===== src/rtl/adder_operand_sequencer.sv =====
`default_nettype none
// ============================================================================
// Module   : adder_operand_sequencer
// Purpose  : Valid/ready front/back end for a 4-bit combinational adder, with
//            a running accumulator and a sticky overflow flag.
// Revision : 1.0 - initial release
// ============================================================================
module adder_operand_sequencer #(
  parameter int ACC_WIDTH = 8
) (
  input  logic                 clk,
  input  logic                 rst,
  input  logic                 in_valid,
  output logic                 in_ready,
  input  logic [3:0]           in_a,
  input  logic [3:0]           in_b,
  output logic [3:0]           add_a,
  output logic [3:0]           add_b,
  input  logic [3:0]           add_sum,
  input  logic                 add_carry,
  output logic                 out_valid,
  input  logic                 out_ready,
  output logic [4:0]           out_sum,
  output logic [ACC_WIDTH-1:0] acc,
  output logic                 acc_ovf,
  output logic [7:0]           result_count,
  input  logic                 clear
);

  localparam int c_SUM_W = ACC_WIDTH + 1;

  typedef enum logic [1:0] {
    IDLE   = 2'd0,
    SETTLE = 2'd1,
    HOLD   = 2'd2
  } state_t;

  state_t               r_state;
  logic                 r_in_ready;
  logic                 r_out_valid;
  logic [3:0]           r_add_a;
  logic [3:0]           r_add_b;
  logic [4:0]           r_out_sum;
  logic [ACC_WIDTH-1:0] r_acc;
  logic                 r_acc_ovf;
  logic [7:0]           r_result_count;

  logic [4:0]           w_result;
  logic [c_SUM_W-1:0]   w_acc_next;

  assign w_result   = {add_carry, add_sum};
  assign w_acc_next = {1'b0, r_acc} + c_SUM_W'(w_result);

  // Handshake outputs are flops so they never depend on in_valid/out_ready;
  // in_ready also stays low until the first edge after reset release.
  always_ff @(posedge clk or posedge rst) begin
    if (rst) begin
      r_state        <= IDLE;
      r_in_ready     <= 1'b0;
      r_out_valid    <= 1'b0;
      r_add_a        <= 4'd0;
      r_add_b        <= 4'd0;
      r_out_sum      <= 5'd0;
      r_acc          <= '0;
      r_acc_ovf      <= 1'b0;
      r_result_count <= 8'd0;
    end else begin
      case (r_state)
        IDLE: begin
          r_in_ready <= 1'b1;
          if (in_valid && r_in_ready) begin
            r_add_a    <= in_a;
            r_add_b    <= in_b;
            r_in_ready <= 1'b0;
            r_state    <= SETTLE;
          end
        end
        SETTLE: begin
          r_out_sum      <= w_result;
          r_acc          <= w_acc_next[ACC_WIDTH-1:0];
          r_acc_ovf      <= r_acc_ovf | w_acc_next[ACC_WIDTH];
          r_result_count <= r_result_count + 8'd1;
          r_out_valid    <= 1'b1;
          r_state        <= HOLD;
        end
        HOLD: begin
          if (out_ready) begin
            r_out_valid <= 1'b0;
            r_in_ready  <= 1'b1;
            r_state     <= IDLE;
          end
        end
        default: begin
          r_in_ready  <= 1'b0;
          r_out_valid <= 1'b0;
          r_state     <= IDLE;
        end
      endcase

      // Clear overrides any accumulator update made in the same cycle.
      if (clear) begin
        r_acc          <= '0;
        r_acc_ovf      <= 1'b0;
        r_result_count <= 8'd0;
      end
    end
  end

  assign in_ready     = r_in_ready;
  assign out_valid    = r_out_valid;
  assign add_a        = r_add_a;
  assign add_b        = r_add_b;
  assign out_sum      = r_out_sum;
  assign acc          = r_acc;
  assign acc_ovf      = r_acc_ovf;
  assign result_count = r_result_count;

endmodule
`default_nettype wire


===== config.mk =====
export PLATFORM = sky130hd
export DESIGN_NAME = adder_operand_sequencer
export DESIGN_NICKNAME = d
export VERILOG_FILES = /design/src/rtl/adder_operand_sequencer.sv
export SDC_FILE = /design/constraint.sdc
export NUM_CORES = 1
export LEC_CHECK = 0
export ABC_CLOCK_PERIOD_IN_PS = 5520
export BUFFER_PORTS_ARGS = -buffer_cell sky130_fd_sc_hd__buf_2
export CAP_MARGIN = 20
export CORE_ASPECT_RATIO = 1.5
export CORE_MARGIN = 2
export CORE_UTILIZATION = 25
export DETAILED_ROUTE_END_ITERATION = 8
export SLEW_MARGIN = 40
export SYNTH_ARGS = -nofsm -noshare
export SYNTH_HDL_FRONTEND = slang
export SYNTH_SLANG_ARGS = --single-unit

===== constraint.sdc =====
create_clock -name clk -period 5.52 [get_ports clk]
set_input_delay 0.276 -clock clk [delete_from_list [all_inputs] [get_ports clk]]
set_output_delay 0.276 -clock clk [all_outputs]
set_load 0.01 [all_outputs]

==> results of run 1 <==
-- through the flow --
| step | worst slack, ns | hold WS (ns) |
|---|---|---|
| 3_3_place_gp | 3.53 | 0.403 |
| 2_1_floorplan | 3.62 | 0.381 |
| 3_5_place_dp | 3.50 | 0.401 |
| 6_report | 3.50 | 0.0754 |
| 5_1_grt | 3.36 | 0.134 |
| 4_1_cts | 3.51 | 0.0937 |
-- worst max-delay path by stage --
stage                    start      to  slack [ns]  cells after the start
floorplan               acc[0]  acc[6]        3.62                      6
global placement    add_sum[0]  acc[6]        3.53                      7
detailed placement  add_sum[0]  acc[6]        3.50                      7
CTS                     acc[0]  acc[6]        3.51                      6
global route            acc[0]  acc[6]        3.36                      6
finish                  acc[0]  acc[6]        3.50                      6
-- critical path, stage by stage, from the launching register on --
cell	delay (ns)
dfrtp_1	0.39
ha_1	0.21
fa_1	0.41
a211oi_1	0.37
o21bai_1	0.18
a31o_2	0.27
a21oi_1	0.11
-- synthesized netlist by cell type, drive strengths merged, types with 3 or more instances --
| library cell | number | share of area |
|---|---|---|
| a211oi | 4 | 0.019 |
| a21oi | 6 | 0.019 |
| buf | 4 | 0.012 |
| dfrtp | 34 | 0.54 |
| ha | 6 | 0.048 |
| mux2 | 8 | 0.057 |
| nand2 | 24 | 0.057 |
| nand2b | 3 | 0.012 |
| nand4 | 4 | 0.016 |
| nor2 | 20 | 0.048 |
| o21ai | 4 | 0.013 |
| xnor2 | 3 | 0.017 |
| xor2 | 5 | 0.028 |
-- sequential cells by signal, summed over array words and instances, names as in the netlist --
register and count:
acc 8, acc_ovf 1, add_a 4, add_b 4
in_ready 1, out_sum 5, out_valid 1, r_state 2
result_count 8
-- cell usage in the layout (no fill, tap or decap), drive strengths merged, types with 2 or more instances in the layout --
master / n
buf: 52
dfrtp: 34
nand2: 24
nor2: 20
mux2: 8
clkbuf: 7
a21oi: 6
ha: 6
xor2: 5
nand4: 4
a211oi: 4
o21ai: 4
nand2b: 3
xnor2: 3
and3: 2
nand3b: 2
o41ai: 2
o21a: 2
o31ai: 2
or4: 2
inv: 2
-- layout make-up --
type,instances,area share
clock buffers,7,0.0379
flip-flops and latches,34,0.423
repair buffers,52,0.133
inverters,2,0.00373
well taps,74,0.0460
clock inverters,1,0.0149
multi-input cells,107,0.342
-- power by group through the flow --
stage	combinational, uW	clock (uW)	sequential, uW
6_report	320	220	371
5_1_grt	364	240	385
4_1_cts	328	231	373
3_5_place_dp	328	0	377
3_3_place_gp	323	0	374
2_1_floorplan	177	0	406
-- logic make-up after synthesis --
logic type	Yosys count
flip-flops	34
multiplexers	8
XOR/XNOR	8
buffers and inverters	8
AND/OR/NAND/NOR	61
adder cells (fa/ha/maj)	7
AO/OA/AOI/OAI	23
-- metal layers --
layer / vias up / GRT usage / wire (um)
met2: 42 / 0.189 / 1730
met4: 0 / 0.0588 / 52
met3: 4 / 0.0289 / 226
met1: 582 / 0.138 / 1480
met5: - / 0 / 0
li1: 620 / - / -
==> impl_metrics.toml, run 1 <==
[setup_path]
r2r-end = "acc[6]"
path_class = "flop to flop"
reg2reg_from = "acc[0]"
cp_max_fo = 3
reg2reg_slack_ns = 3.50
worstPathRequired_ns = 5.73
r2r_cells = 6
critPathArrivalTime_ns = 2.22
worstSetupStartpointType = "flop"
cp-end-kind = "flop"

[routing]
drt_wl_total_um = 3490
vias_per_cell = 4.51
routedWlPerCell_um = 12.6
detail_route.iter0.violations = 51
drc = 0
num_vias = 1248
ant_nets = 0
firstDrtPassIters = 4

[placement]
dp_hpwl_um = 2560
gp_congestion = 0.757
placed_cell_area_um2 = 1910
io_buffers = 49
dp.cells = 269

[sta]
worstMarginPinSlew_ns = 0.586
slew_violations = 0
finalCriticalPeriod_ns = 2.02
finClkSkew_ns = 0.00462
fmax_ghz = 0.496
rsz0062_at_grt = "false"
fin_setup_tns_ns = 0
setup_viol = 0
finalHoldViolCount = 0
relSlewSlack = 0.609
period_share = 0.365

[clock_tree]
cts.path.max_buffers = 2
cts_resized = 0
cts_tree = "done"
clock_latency_ns = 0.28
cts_max_level = 2
postCtsSetupBuffers = 0
cts.clk_slew.worst_paths_ns = 0.07
cts_sinks = 34
cts_hold_buffers = 0
root_buffer = "clkbuf_8"
cts_buffers = 5

[synthesis]
synth_flop_cell = "dfrtp_1"
synthAdderAreaFrac = 0.0605
synth_compound_area_frac = 0.0971
synth_area_um2 = 1570
synth_top_family_by_area = "simple AND/OR/NAND/NOR gates"
synth_nets = 174
synth_xor_area_frac = 0.0446
synth-async-reset-ratio = 1.00
synth.area.mux_share = 0.0573
synth_cells = 149
seq_area_frac_synth = 0.541
synth-seq-cells = 34
synth_edf_count = 0
yosysUniqueCellTypes = 31
synthSimpleGateAreaFrac = 0.178
yosys_warnings = 0
syn_area_per_cell_um2 = 10.6

[grt]
grt_pass1_wl_um = 5980
grt_pass1_vias = 1320
grt_usage = 0.115
grt_max_degree = 35
overflow = 0
antenna_found_initial = 0

[power]
sw_frac_of_total = 0.336
seqPwrFrac = 0.407
irDropWorstVdd_v = 0.000193
p_total_uw = 911
power.leakage_uw = 0.000995
p_int_uw = 605
p_per_area_nw_per_um2 = 453
p_sw_uw = 306
power_frac_comb = 0.351
power_frac_clock = 0.241

[final_layout]
num_antenna_cells = 0
layout-drive-gt1-share = 0.330
stdcell_count = 277
multi_input_area_um2 = 688
syn2layout_area_growth_pct = 28.0
final_util = 0.328
fin_nets = 227
fillers = 645
seq_area_um2 = 851
final_cell_area_um2 = 2010

[floorplanning]
die_area_um2 = 6950
start_util = 0.257
fp.dieH_um = 101
io_pins = 50
dieWidth_um = 68.8
core_um2 = 6130
row_count = 35

[status]
status = "finished clean"

[min_path]
hp-class = "input port to async pin"

[flow_run]
timing.max_cap.violations = 0
Note: power is estimated with default switching activity, not from simulation.
==> inputs of run 2 (changes only) <==
- ABC_AREA: not set -> 1
- ABC_CLOCK_PERIOD_IN_PS: 5520 -> 1800
- clock period: 5.52 -> 1.8 ns (I/O delays scaled with it)
==> impl_metrics.toml, run 2 <==
[status]
status = "finished clean"

[routing]
routedWlPerCell_um = 11.9
firstDrtPassIters = 4
detail_route.iter0.violations = 85
ant_nets = 0
drt_wl_total_um = 3900
vias_per_cell = 4.46
drc = 0
num_vias = 1462

[floorplanning]
io_pins = 50
die_area_um2 = 7320
fp.dieH_um = 104
core_um2 = 6440
dieWidth_um = 70.5
start_util = 0.258
row_count = 36

[sta]
finClkSkew_ns = 0.00662
rsz0062_at_grt = "false"
finalHoldViolCount = 0
fmax_ghz = 0.623
relSlewSlack = 0.705
period_share = 0.892
worstMarginPinSlew_ns = 0.443
setup_viol = 0
hold_ws_ns = 0.0123
finalCriticalPeriod_ns = 1.61
slew_violations = 0
fin_setup_tns_ns = 0
worst_slack_ns = 0.194

[grt]
grt_usage = 0.121
antenna_found_initial = 0
overflow = 0
grt_pass1_wl_um = 7110
grt_pass1_vias = 1502
grt_max_degree = 35

[final_layout]
layout_common_cells = "nand2_1, buf_2, dfrtp_1, a21oi_1, nor2_1"
stdcell_count = 328
layout-drive-gt1-share = 0.298
fin_nets = 276
final_common_cell = "nand2_1"
syn2layout_area_growth_pct = 27.8
num_antenna_cells = 0

[clock_tree]
cts_buffers = 5
cts.path.max_buffers = 2
cts.clk_slew.worst_paths_ns = 0.07
cts_sinks = 34
cts_max_level = 2
postCtsSetupBuffers = 0
root_buffer = "clkbuf_8"
clock_latency_ns = 0.28
cts_tree = "done"

[synthesis]
synth_area_leader_cell = "dfrtp_1"
yosysUniqueCellTypes = 28
yosys-top-cells-area = "dfrtp_1, nand2_1, ha_1, a21oi_1, nand3_1"
synth-seq-cells = 34
synthTopCellsByCount = "nand2_1, dfrtp_1, a21oi_1, nor2_1"
synth_nets = 217
syn_area_per_cell_um2 = 8.64
synth_flop_cell = "dfrtp_1"
synth_cells = 192
synth.top_cell.area_share = 0.513
synth-async-reset-ratio = 1.00
synth_edf_count = 0
seq_area_frac_synth = 0.513
post-synth-top-count-cell = "nand2_1"
synth_area_um2 = 1660
yosys_warnings = 0

[setup_path]
cpMaxStageDelayCell = "dfrtp_1"
path_class = "flop to flop"
critical-path-max-stage-delay_ns = 0.40
cp_max_fo = 3
cpMostUsedCell = "nand2_1"
cp-end-kind = "flop"
worstSetupStartpointType = "flop"
worstPathRequired_ns = 1.98
crit_chain = "ha_1 -> fa_2 -> nand2_1 -> nand2_1 -> nand3_1 -> nand2_1 -> a21oi_1 -> nor2_1"
critPathArrivalTime_ns = 1.78

[power]
power_frac_comb = 0.354
seqPwrFrac = 0.430
p_total_uw = 2660
p_int_uw = 1650
power_frac_clock = 0.217
irDropWorstVdd_v = 0.000471
power.leakage_uw = 0.00114
p_per_area_nw_per_um2 = 1250
p_sw_uw = 1010
sw_frac_of_total = 0.379

[placement]
place_worst_setup_slack_ns = 0.151
gp_congestion = 0.753
dp_hpwl_um = 2940
dp.cells = 317
io_buffers = 49

[flow_run]
timing.max_cap.violations = 0

[min_path]
hp-class = "input port to flop"
[run 2: cell types whose count changed after synthesis, moves of 3 or more]
cell,delta
nand2_1,+49
nand3_1,+10
nor2_1,-9
inv_1,+8
mux2_2,-8
o21ai_1,+7
a21oi_1,+5
xor2_1,-5
a211oi_1,-4
inv_2,+4
a22o_1,+3
buf_2,-3
nand2b_1,-3
nand4_1,-3
[run 2: cell type report]
type | instances | area [um2]
Clock buffer | 7 | 86.3
Clock inverter | 1 | 5.00
Fill cell | 706 | 4320
Inverter | 16 | 65.1
Multi-Input combinational cell | 141 | 734
Sequential cell | 34 | 851
Tap cell | 76 | 95.1
Timing Repair Buffer | 53 | 283
[run 2: cell families (layout without fill, tap and decap cells)]
kind of cell,after synthesis,count (layout),synth area share
adders and majority gates,7,7,0.0573
xor gates and xnor gates,1,1,0.00528
DFF,34,34,0.513
AOI/OAI and AO/OA,26,26,0.0913
buffers and inverters,17,77,0.0460
and+or+nand+nor,107,107,0.287
[run 2: per-layer routing]
| layer | track usage | vias up | routed length (um) |
|---|---|---|---|
| met4 | 0.0495 | 0 | 96 |
| li1 | - | 738 | - |
| met5 | 0 | - | 0 |
| met3 | 0.0350 | 9 | 234 |
| met1 | 0.143 | 667 | 1550 |
| met2 | 0.201 | 48 | 2020 |
[run 2: worst max-delay path, delay by kind of cell, from the launching register on]
kind                     cells  cell delay [ns]
AO/OA/AOI/OAI                1             0.13
adder cells (fa/ha/maj)      2             0.59
flip-flops                   1             0.40
AND/OR/NAND/NOR              5             0.40
[run 2: repair_timing]
item / CTS / global route
endpoints found under the hold margin: 36 / 0
hold buffers: 3 / 0
endpoints found under the setup margin: 0 / 1
gates resized for setup: 0 / 1
[run 2: path summary, 6_finish.rpt]
| check | to | cells past startpoint | slack [ns] | start |
|---|---|---|---|---|
| max in group asynchronous | acc[2] | 4 | 1.04 | rst |
| worst max-delay path | acc[6] | 8 | 0.19 | acc[0] |
| worst min register to register | add_a[2] | 2 | 0.47 | add_a[2] |
| worst max register to register | acc[6] | 8 | 0.19 | acc[0] |
| worst min-delay path | add_a[3] | 3 | 0.01 | in_a[3] |
| min in group asynchronous | in_ready | 4 | 0.45 | rst |
[run 2: power by group through the flow]
stage,registers (uW),logic (uW),clock network [uW]
after floorplan,1240,520,0
after global placement,1150,933,0
after detailed placement,1160,956,0
after CTS,1150,961,608
after global routing,1180,1090,643
final,1140,941,577
[run 2: per-stage QoR]
| stage | util | instance area, um2 |
|---|---|---|
| after floorplan | - | 1660 |
| after CTS | 0.329 | 2120 |
| after global placement | 0.310 | 2000 |
| final | 0.329 | 2120 |
| after global routing | 0.329 | 2120 |
| after detailed placement | 0.310 | 2000 |
==> inputs of run 3 (changes only) <==
- CORE_UTILIZATION: 25 -> 40
- PLACE_DENSITY: not set -> 0.67
==> impl_metrics.toml, run 3 (same netlist as run 2, synthesis figures left out) <==
[setup_path]
r2r_cells = 8
worstSetupStartpointType = "flop"
cpMaxStageDelayCell = "dfrtp_1"
crit_chain = "ha_1 -> fa_2 -> nand2_1 -> nand2_1 -> nand3_1 -> nand2_1 -> a21oi_1 -> nor2_1"
cp-end-kind = "flop"
path_class = "flop to flop"
cpMostUsedCell = "nand2_1"
critical-path-max-stage-delay_ns = 0.39
worstPathRequired_ns = 1.98
reg2reg_from = "acc[0]"
reg2reg_slack_ns = 0.20
critPathArrivalTime_ns = 1.78
startpoint = "acc[0]"
r2r-end = "acc[6]"
cp_max_fo = 3
cp-endpoint = "acc[6]"

[routing]
met3WireLength_um = 192
ant_nets = 0
detail_route.iter0.violations = 31
wl_met2_um = 1980
routedWlPerCell_um = 12.3
vias_per_cell = 4.85
firstDrtPassIters = 4
drt_wl_total_um = 3700
met1_length_um = 1470
top_layer = "met4"
drc = 0
num_vias = 1454

[sta]
rsz0062_at_grt = "false"
worst_slack_ns = 0.200
finalCriticalPeriod_ns = 1.60
slew_violations = 0
fmax_ghz = 0.625
setup_viol = 0
relSlewSlack = 0.715
fin_setup_tns_ns = 0
worstMarginPinSlew_ns = 0.427
finClkSkew_ns = 0.00210
period_share = 0.889
finalHoldViolCount = 0

[clock_tree]
cts.clk_slew.worst_paths_ns = 0.07
cts.path.max_buffers = 2
clock_latency_ns = 0.29
cts_tree = "done"
cts_max_level = 2
cts_buffers = 5
postCtsSetupBuffers = 0
root_buffer = "clkbuf_8"
cts_sinks = 34

[floorplanning]
start_util = 0.419
io_pins = 50
core_um2 = 3960
die_area_um2 = 4690
row_count = 28
dieWidth_um = 56.6
fp.dieH_um = 82.9

[final_layout]
syn2layout_area_growth_pct = 28.3
layout_common_cells = "nand2_1, buf_2, dfrtp_1, a21oi_1, nor2_1"
stdcell_count = 300
final_common_cell = "nand2_1"
num_antenna_cells = 0
fin_nets = 279
layout-drive-gt1-share = 0.298

[placement]
dp.cells = 286
io_buffers = 49
gp_congestion = 0.769
place_worst_setup_slack_ns = 0.157
dp_hpwl_um = 2640

[power]
power.leakage_uw = 0.00116
p_per_area_nw_per_um2 = 1300
irDropWorstVdd_v = 0.000862

[min_path]
hp-class = "input port to flop"

[flow_run]
timing.max_cap.violations = 0

[status]
status = "finished clean"

[grt]
grt_pass1_wl_um = 6280
grt_pass1_vias = 1389
grt_usage = 0.171
overflow = 0
grt_max_degree = 35
antenna_found_initial = 0
-- run 3: changes by cell type in the layout (fill, tap and decap cells not counted), sizes merged --
cell	delta
clkinv	+1
clkbuf	-2
bufinv	+1
dlygate4sd3	+3
-- run 3: power by group --
part           internal [uW]  switching [uW]  leakage, uW  total, uW
Sequential               983             155     0.000447       1140
Clock                    407             287    0.0000579        695
Combinational            365             573     0.000657        938
Total                   1760            1020      0.00116       2770
-- run 3: what timing repair did --
item	CTS	global route
endpoints found under the setup margin	0	1
endpoints found under the hold margin	38	1
hold buffers	5	1
gates resized for setup	0	1
-- run 3: area by class of cell --
type / count / area, um2
sequential: 34 / 851
clock inverter: 3 / 40.0
fill: 384 / 1830
multi-input combinational: 141 / 734
clock buffer: 5 / 68.8
inverter: 16 / 65.1
tap: 45 / 56.3
timing repair buffer: 56 / 313
-- run 3: worst min-delay path by stage --
stage                         start         endpoint  slack (ns)  cells past startpoint
after global routing        in_a[2]         add_a[2]       0.003                      3
after global placement          rst         add_b[0]        0.21                      3
after floorplan               clear  result_count[4]        0.16                      1
final                     out_ready       r_state[1]       0.007                      2
after CTS                   in_b[1]         add_b[1]      0.0006                      3
after detailed placement        rst         add_b[3]        0.21                      3
-- run 3: per-layer routing --
layer / track usage / vias up
li1: - / 741
met1: 0.195 / 673
met2: 0.295 / 35
met3: 0.0498 / 5
met4: 0.0649 / 0
met5: 0 / -
-- run 3: metrics by stage --
| step | area [um2] | total power [uW] | hold WS [ns] | util |
|---|---|---|---|---|
| 3_3_place_gp | 1960 | 2070 | 0.208 | 0.494 |
| 5_1_grt | 2130 | 2990 | 0.00334 | 0.538 |
| 6_report | 2130 | 2770 | 0.00676 | 0.538 |
| 2_1_floorplan | 1660 | 1760 | 0.163 | - |
| 3_5_place_dp | 1960 | 2090 | 0.213 | 0.494 |
| 4_1_cts | 2120 | 2800 | 0.000589 | 0.534 |
-- run 3: worst max-delay path: cells and delay by family, from the launching register on --
kind / cells / cell delay, ns
flip-flops: 1 / 0.39
AO/OA/AOI/OAI: 1 / 0.14
AND/OR/NAND/NOR: 5 / 0.39
adder cells (fa/ha/maj): 2 / 0.59
